==> config.mk <==
export PLATFORM = sky130hd
export DESIGN_NAME = seven_segment_decoder
export DESIGN_NICKNAME = d
export VERILOG_FILES = /design/src/rtl/seven_segment_decoder.sv
export SDC_FILE = /design/constraint.sdc
export NUM_CORES = 1
export LEC_CHECK = 0
export BUFFER_PORTS_ARGS = -buffer_cell sky130_fd_sc_hd__buf_2
export CORE_MARGIN = 3
export CORE_UTILIZATION = 30
export DETAILED_ROUTE_END_ITERATION = 8
export GPL_ROUTABILITY_DRIVEN = 1
export PLACE_DENSITY = 0.57
export SLEW_MARGIN = 10
export SYNTH_ARGS = -nofsm -noshare
export SYNTH_HDL_FRONTEND = slang
export SYNTH_SLANG_ARGS = --single-unit
==> constraint.sdc <==
create_clock -name clock -period 3.5 [get_ports clock]
set_input_delay 0.175 -clock clock [delete_from_list [all_inputs] [get_ports clock]]
set_output_delay 0.175 -clock clock [all_outputs]
set_load 0.01 [all_outputs]
==> src/rtl/seven_segment_decoder.sv <==
// Receive side of the segment interface: synchronises and debounces an incoming
// {A..G,DP} pattern, decodes it to a 4-bit value and delivers it on valid/ready.
module seven_segment_decoder #(
    parameter int unsigned STABLE_CYCLES = 4,
    parameter int unsigned CNT_W         = $clog2(STABLE_CYCLES + 1)
) (
    input  logic       clock,
    input  logic       resetN,
    input  logic       A,
    input  logic       B,
    input  logic       C,
    input  logic       D,
    input  logic       E,
    input  logic       F,
    input  logic       G,
    input  logic       DP,
    input  logic       outReady,
    input  logic       clearOverrun,
    output logic       outValid,
    output logic [3:0] binaryNumber,
    output logic       isError,
    output logic       isInvalid,
    output logic       overrun
);

    localparam logic [CNT_W-1:0] StableMax = CNT_W'(STABLE_CYCLES);

    typedef enum logic [0:0] {StSettle, StHold} state_e;

    state_e           state_q, state_d;
    logic [7:0]       s1_q, s2_q;
    logic [7:0]       cand_q, cand_d;
    logic [CNT_W-1:0] count_q, count_d;
    logic [7:0]       last_q, last_d;
    logic             last_valid_q, last_valid_d;
    logic             valid_q, valid_d;
    logic [3:0]       value_q, value_d;
    logic             err_q, err_d;
    logic             inv_q, inv_d;
    logic             overrun_q, overrun_d;

    logic             accept;
    logic             repeat_pat;
    logic             blank;
    logic             load;
    logic [4:0]       decoded;

    // Returns {invalid, value}; unlisted patterns decode to value 0.
    function automatic logic [4:0] decode(input logic [6:0] seg);
        logic [4:0] r;
        r = 5'h10;
        case (seg)
            7'b1111110: r = 5'h00;
            7'b0110000: r = 5'h01;
            7'b1101101: r = 5'h02;
            7'b1111001: r = 5'h03;
            7'b0110011: r = 5'h04;
            7'b1011011: r = 5'h05;
            7'b1011111: r = 5'h06;
            7'b1110010: r = 5'h07;
            7'b1110000: r = 5'h07;
            7'b1111111: r = 5'h08;
            7'b1111011: r = 5'h09;
            7'b1110111: r = 5'h0A;
            7'b0011111: r = 5'h0B;
            7'b1001110: r = 5'h0C;
            7'b0111101: r = 5'h0D;
            7'b1001111: r = 5'h0E;
            7'b1000111: r = 5'h0F;
            default:    r = 5'h10;
        endcase
        return r;
    endfunction

    always_ff @(posedge clock or negedge resetN) begin
        if (!resetN) begin
            s1_q <= '0;
            s2_q <= '0;
        end else begin
            s1_q <= {A, B, C, D, E, F, G, DP};
            s2_q <= s1_q;
        end
    end

    // Stability filter: restart the count on any change, saturate at StableMax.
    always_comb begin
        cand_d  = cand_q;
        count_d = count_q;
        if (s2_q != cand_q) begin
            cand_d  = s2_q;
            count_d = CNT_W'(1);
        end else if (count_q < StableMax) begin
            count_d = count_q + CNT_W'(1);
        end
    end

    always_comb begin
        state_d = state_q;
        accept  = 1'b0;
        unique case (state_q)
            StSettle: begin
                if (count_q == StableMax) begin
                    accept  = 1'b1;
                    state_d = (s2_q != cand_q) ? StSettle : StHold;
                end
            end
            StHold: begin
                if (s2_q != cand_q) begin
                    state_d = StSettle;
                end
            end
            default: state_d = StSettle;
        endcase
    end

    assign repeat_pat = last_valid_q && (cand_q == last_q);
    assign blank      = (cand_q[7:1] == 7'b0);
    assign load       = accept && !repeat_pat && !blank;
    assign decoded    = decode(cand_q[7:1]);

    always_comb begin
        last_d       = last_q;
        last_valid_d = last_valid_q;
        valid_d      = valid_q;
        value_d      = value_q;
        err_d        = err_q;
        inv_d        = inv_q;
        overrun_d    = overrun_q;

        if (accept && !repeat_pat) begin
            last_d       = cand_q;
            last_valid_d = 1'b1;
        end

        if (clearOverrun) begin
            overrun_d = 1'b0;
        end

        if (load) begin
            valid_d = 1'b1;
            value_d = decoded[3:0];
            inv_d   = decoded[4];
            err_d   = cand_q[0];
            // Set wins over a coincident clear.
            if (valid_q && !outReady) begin
                overrun_d = 1'b1;
            end
        end else if (valid_q && outReady) begin
            valid_d = 1'b0;
        end
    end

    always_ff @(posedge clock or negedge resetN) begin
        if (!resetN) begin
            state_q      <= StSettle;
            cand_q       <= '0;
            count_q      <= '0;
            last_q       <= '0;
            last_valid_q <= 1'b0;
            valid_q      <= 1'b0;
            value_q      <= '0;
            err_q        <= 1'b0;
            inv_q        <= 1'b0;
            overrun_q    <= 1'b0;
        end else begin
            state_q      <= state_d;
            cand_q       <= cand_d;
            count_q      <= count_d;
            last_q       <= last_d;
            last_valid_q <= last_valid_d;
            valid_q      <= valid_d;
            value_q      <= value_d;
            err_q        <= err_d;
            inv_q        <= inv_d;
            overrun_q    <= overrun_d;
        end
    end

    assign outValid     = valid_q;
    assign binaryNumber = value_q;
    assign isError      = err_q;
    assign isInvalid    = inv_q;
    assign overrun      = overrun_q;

endmodule

==> impl_metrics.ini, run 1 <==
[critical_path]
cp_max_fo = 16
cp_cell_sequence = xor2_1 > nor4_1 > a31o_2 > or2_1 > mux2_4
path_class = reg2reg
required_ns = 3.69
slowest_stage = dfrtp_1
max_stage_delay_ns = 0.57
worstSetupEndpointType = flop
crit_family = simple AND/OR/NAND/NOR gates
worst-path-buf-inv = 0
critical_path_arrival_ns = 2.34
critPathLaunchType = flop

[clock_network]
cts_resized = 0
cts_buffers = 5
hold_buffers = 8
clockRootBuffer = clkbuf_8
post_cts_buffers = 0
tritoncts = built
path_clk_slew_ns = 0.08
cts_sinks = 45
cts_buffer_depth = 2
htree_levels = 2
worst_skew_pair.late_latency_ns = 0.29

[yosys]
ys_warn_count = 0
ys_seq_elements = 45
synth_edf_count = 0
ys_async_sr_fraction = 1.00
synth_nets = 185
netlist_area_sq_mm = 0.00198
postSynthCellCount = 171
synthDistinctLibCells = 40
ys_seq_area_frac = 0.569
ys.flop_type = dfrtp_1
syn_area_per_cell_sq_um = 11.6

[grt]
track_usage = 0.0990
grt_pass1_vias = 1219
antenna_found_initial = 0
gr-total-overflow = 0
grt_start_max_net_pins = 46
grt_pass1_wl_microns = 5840

[final_layout]
final_area_sq_mm = 0.00225
num-nets-final = 200
antenna_cells = 0
final_cell_mix = dfrtp_1 (45), buf_2 (19), xor2_1 (17), nor2_1 (10)
drive_above_1_share = 0.215
area_growth_pct = 13.8
final_common_cell = dfrtp_1

[sta]
slew_headroom = 0.352
worst_pin_slew_ns = 0.972
max_freq_mhz = 464
hold_violations = 0
fin_skew_ns = 0.00344
slew_viol_final = 0
holdWs_ns = 0.0312
setup_tns_ns = 0
worst_slack_ns = 1.34
setup_viol = 0
fin_crit_sh = 0.616
rsz0062_at_grt = false
period_minus_slack_ns = 2.16

[placement]
io_buffers = 19
dpl_cell_area_sq_mm = 0.00209
pre_cts_ws_ns = 1.36
hpwl_microns = 2230
place_congestion = 0.811

[min_path]
hold_class = in2async

[routing]
wl_per_cell_microns = 12.8
drc = 0
drtIter0Drc = 90
routed_wl_microns = 3340
vias_per_cell = 4.76
vias = 1243
ant_nets = 0
drtPass1Iterations = 4

[floorplanning]
die_h_microns = 87.2
die-area_sq_mm = 0.00761
io_pins = 20
fp.coreArea_sq_mm = 0.00617
die_w_microns = 87.2
start_util = 0.321
rows = 28

[pwr]
power_density_mw_per_mm2 = 407
irDropWorstVdd_mv = 0.221
p_leak_nw = 1.07

[run]
maxCapViolations = 0

[run_status]
status = finished, final reports clean
[cell usage after synthesis (4+ instances only)]
cell type  instances  area share
dfrtp_1           45        0.57
nor4_1             4       0.013
inv_1              4      0.0076
mux2_4             5       0.038
xor2_1            17       0.075
clkbuf_1          15       0.028
nor2_1            10       0.019
nand2_1            8       0.015
nand3_1            7       0.018
nor3_1             4       0.010
mux2_2             7       0.040
[worst paths after layout]
check / startpoint / to / slack (ns) / depth (start not counted)
min: resetN / count_q[1]$_DFFE_PN0P_ / 0.03 / 1
max in group asynchronous: resetN / overrun$_DFF_PN0_ / 2.87 / 1
min in group clock: clearOverrun / overrun$_DFF_PN0_ / 0.06 / 2
min reg2reg: s1_q[2]$_DFF_PN0_ / s2_q[2]$_DFF_PN0_ / 0.35 / 0
max reg2reg: cand_q[4]$_DFFE_PN0N_ / binaryNumber[2]$_DFFE_PN0P_ / 1.34 / 5
max: cand_q[4]$_DFFE_PN0N_ / binaryNumber[2]$_DFFE_PN0P_ / 1.34 / 5
[sequential cells by signal (all words and copies together), names as in the netlist]
name	cells
binaryNumber	4
cand_q	8
count_q	3
isError	1
isInvalid	1
last_q	8
last_valid_q	1
outValid	1
overrun	1
s1_q	8
s2_q	8
state_q	1
[cell type report]
| type | instances | area, sq um |
|---|---|---|
| clock buffer | 5 | 68.8 |
| clock inverter | 2 | 16.3 |
| fill | 618 | 3910 |
| inverter | 4 | 15.0 |
| multi-input combinational | 103 | 757 |
| sequential | 45 | 1130 |
| tap | 75 | 93.8 |
| timing repair buffer | 27 | 175 |
[power by group]
group          leakage, nW  switching, W  internal, W  total (W)
Clock               0.0402      0.000172     0.000138   0.000309
Sequential           0.568     0.0000222     0.000533   0.000555
Combinational        0.459     0.0000259    0.0000261  0.0000520
Total                 1.07      0.000220     0.000697   0.000917
[logic make-up after synthesis]
| family | share of synthesized area |
|---|---|
| buf+inv | 0.0487 |
| flops | 0.569 |
| simple gates | 0.136 |
| fa+ha+maj | 0.0126 |
| mux | 0.0879 |
| xor+xnor | 0.0796 |
| compound gates | 0.0664 |
[layer usage]
| metal | share of wire | wire, microns | track usage |
|---|---|---|---|
| met1 | 0.49 | 1620 | 0.139 |
| met3 | 0.059 | 196 | 0.0322 |
| met5 | 0 | 0 | 0 |
| met2 | 0.44 | 1470 | 0.138 |
| met4 | 0.015 | 51 | 0.0446 |
[per-stage QoR]
step	util	cells	total power (W)
2_1_floorplan	-	171	0.000592
6_report	0.365	261	0.000917
3_3_place_gp	0.338	246	0.000612
3_5_place_dp	0.338	246	0.000613
4_1_cts	0.365	261	0.000942
5_1_grt	0.365	261	0.000967
(Power assumes the default switching activity.)
==> run 2: changes to the inputs <==
--- a/config.mk
+++ b/config.mk
@@ -5,12 +5,13 @@
 export SDC_FILE = /design/constraint.sdc
 export NUM_CORES = 1
 export LEC_CHECK = 0
+export ABC_AREA = 1
 export BUFFER_PORTS_ARGS = -buffer_cell sky130_fd_sc_hd__buf_2
 export CORE_MARGIN = 3
 export CORE_UTILIZATION = 30
 export DETAILED_ROUTE_END_ITERATION = 8
 export GPL_ROUTABILITY_DRIVEN = 1
-export PLACE_DENSITY = 0.57
+export PLACE_DENSITY = 0.59
 export SLEW_MARGIN = 10
 export SYNTH_ARGS = -nofsm -noshare
 export SYNTH_HDL_FRONTEND = slang
==> constraint.sdc (replaced) <==
create_clock -name clock -period 1.8 [get_ports clock]
set_input_delay 0.09 -clock clock [delete_from_list [all_inputs] [get_ports clock]]
set_output_delay 0.09 -clock clock [all_outputs]
set_load 0.01 [all_outputs]
==> impl_metrics.ini, run 2 <==
[yosys]
ys_warn_count = 0
ys_seq_area_frac = 0.560
synth.most_common_cell = nand2_1
yosysTopAreaCell = dfrtp_1
ys_async_sr_fraction = 1.00
ys.flop_type = dfrtp_1
synth_nets = 249
synth_edf_count = 0
syn_area_per_cell_sq_um = 8.56
synth_top_area_share = 0.560
postSynthCellCount = 235
synthDistinctLibCells = 28
netlist_area_sq_mm = 0.00201
ys_seq_elements = 45
yosys-top-cells-area = dfrtp_1 (56%), nand2_1 (15%), nor2_1 (5.4%)
synthTopCellsByCount = nand2_1 (82), dfrtp_1 (45), nor2_1 (29), inv_1 (15), clkbuf_1 (8)

[floorplanning]
rows = 29
io_pins = 20
die-area_sq_mm = 0.00772
die_w_microns = 87.9
die_h_microns = 87.9
start_util = 0.313
fp.coreArea_sq_mm = 0.00642

[clock_network]
worst_skew_pair.late_latency_ns = 0.30
post_cts_buffers = 0
cts_buffer_depth = 2
clockRootBuffer = clkbuf_8
cts_buffers = 5
cts_resized = 0
htree_levels = 2
path_clk_slew_ns = 0.09
tritoncts = built
cts_sinks = 45

[sta]
slew_viol_final = 0
fin_crit_sh = 0.881
setup_viol = 0
fin_skew_ns = 0.00647
worst_pin_slew_ns = 0.404
slew_headroom = 0.730
setup_tns_ns = 0
hold_violations = 0
rsz0062_at_grt = false
max_freq_mhz = 631
period_minus_slack_ns = 1.59

[routing]
vias_per_cell = 4.38
drtPass1Iterations = 4
routed_wl_microns = 3550
vias = 1479
drc = 0
ant_nets = 0
wl_per_cell_microns = 10.5
drtIter0Drc = 81

[grt]
met2_usage = 0.171
gr-total-overflow = 0
busiest_layer = met2
grt_start_max_net_pins = 19
grtUsageMet1 = 0.138
track_usage = 0.108
grt_use_met3 = 0.0292
antenna_found_initial = 0
grt_pass1_wl_microns = 6480
grt_pass1_vias = 1471

[run_status]
status = finished, final reports clean

[placement]
place_congestion = 0.856
io_buffers = 19
dp.cells = 321
hpwl_microns = 2650

[critical_path]
crit_path_frequent_cell = nand2_1
path_class = reg2reg
cp_cell_sequence = inv_1 > ha_1 > nand2_1 > nor2_1 > nand2_4 > nor2_2 > nand2_1 > nand2_1
max_stage_delay_ns = 0.42
critical_path_arrival_ns = 1.83
slowest_stage = dfrtp_1
cp_max_fo = 17
worstSetupEndpointType = flop
critPathLaunchType = flop
required_ns = 2.05

[min_path]
hold_class = in2reg

[pwr]
power_density_mw_per_mm2 = 837
irDropWorstVdd_mv = 0.482
p_leak_nw = 1.21

[final_layout]
area_growth_pct = 17.4
final_cell_mix = nand2_1 (82), dfrtp_1 (45), nor2_1 (29), buf_2 (19), inv_1 (15)
antenna_cells = 0
drive_above_1_share = 0.165
final_common_cell = nand2_1
fin_cells = 338
num-nets-final = 274

[run]
maxCapViolations = 0
[run 2: path summary, 6_finish.rpt]
kind	startpoint	to	slack, ns	cells after the start
min in group asynchronous	resetN	last_q[6]$_DFFE_PN0P_	0.25	2
max in group asynchronous	resetN	last_q[4]$_DFFE_PN0P_	1.01	3
setup / recovery	count_q[0]$_DFFE_PN0P_	binaryNumber[0]$_DFFE_PN0P_	0.21	8
hold reg to reg	s1_q[5]$_DFF_PN0_	s2_q[5]$_DFF_PN0_	0.35	0
setup reg to reg	count_q[0]$_DFFE_PN0P_	binaryNumber[0]$_DFFE_PN0P_	0.21	8
hold / removal	outReady	outValid$_DFFE_PN0P_	0.03	4
[run 2: final cells by class]
| cell class | count | area [sq um] |
|---|---|---|
| multi-input combinational | 156 | 733 |
| clock inverter | 3 | 50.0 |
| timing repair buffer | 31 | 208 |
| clock buffer | 5 | 68.8 |
| sequential | 45 | 1130 |
| tap | 77 | 96.3 |
| fill | 665 | 4060 |
| inverter | 21 | 78.8 |
[run 2: what timing repair did]
action                                 4_1_cts  5_1_grt
hold buffers                                 9        0
endpoints found under the hold margin       24        0
setup endpoints to repair                    0        0
[run 2: power breakdown]
part,internal [W],switching [W]
logic,0.0000511,0.0000656
registers,0.00104,0.0000264
clock network,0.000426,0.000371
total,0.00151,0.000463
[run 2: routing by layer]
layer	vias up	wire [microns]
li1	767	-
met1	677	1690
met2	28	1640
met3	7	152
met4	0	66
met5	-	0
[run 2: metrics by stage]
stage	power, W	cell area, sq um	hold slack (ns)	util	setup slack (ns)
floorplan	0.00115	2010	-0.206	-	0.432
global placement	0.00119	2150	0.0364	0.335	0.240
detailed placement	0.00119	2150	0.0427	0.335	0.216
CTS	0.00201	2360	0.0239	0.368	0.188
global route	0.00208	2360	0.0450	0.368	0.0221
finish	0.00198	2360	0.0304	0.368	0.215
[run 2: worst max-delay path: cells and delay by family, from the launching register on]
family | cells | cell delay, ns
adder cells (fa/ha/maj) | 1 | 0.15
buffers and inverters | 1 | 0.07
AND/OR/NAND/NOR | 6 | 0.90
flip-flops | 1 | 0.42
[run 2: logic make-up after synthesis]
group                      Yosys count  share of synthesized area
muxes                                1                    0.00498
DFF                                 45                      0.560
buffers and inverters               34                     0.0753
AOI/OAI and AO/OA                   12                     0.0317
and+or+nand+nor                    132                      0.276
adders and majority gates            2                     0.0124
xor gates and xnor gates             9                     0.0392
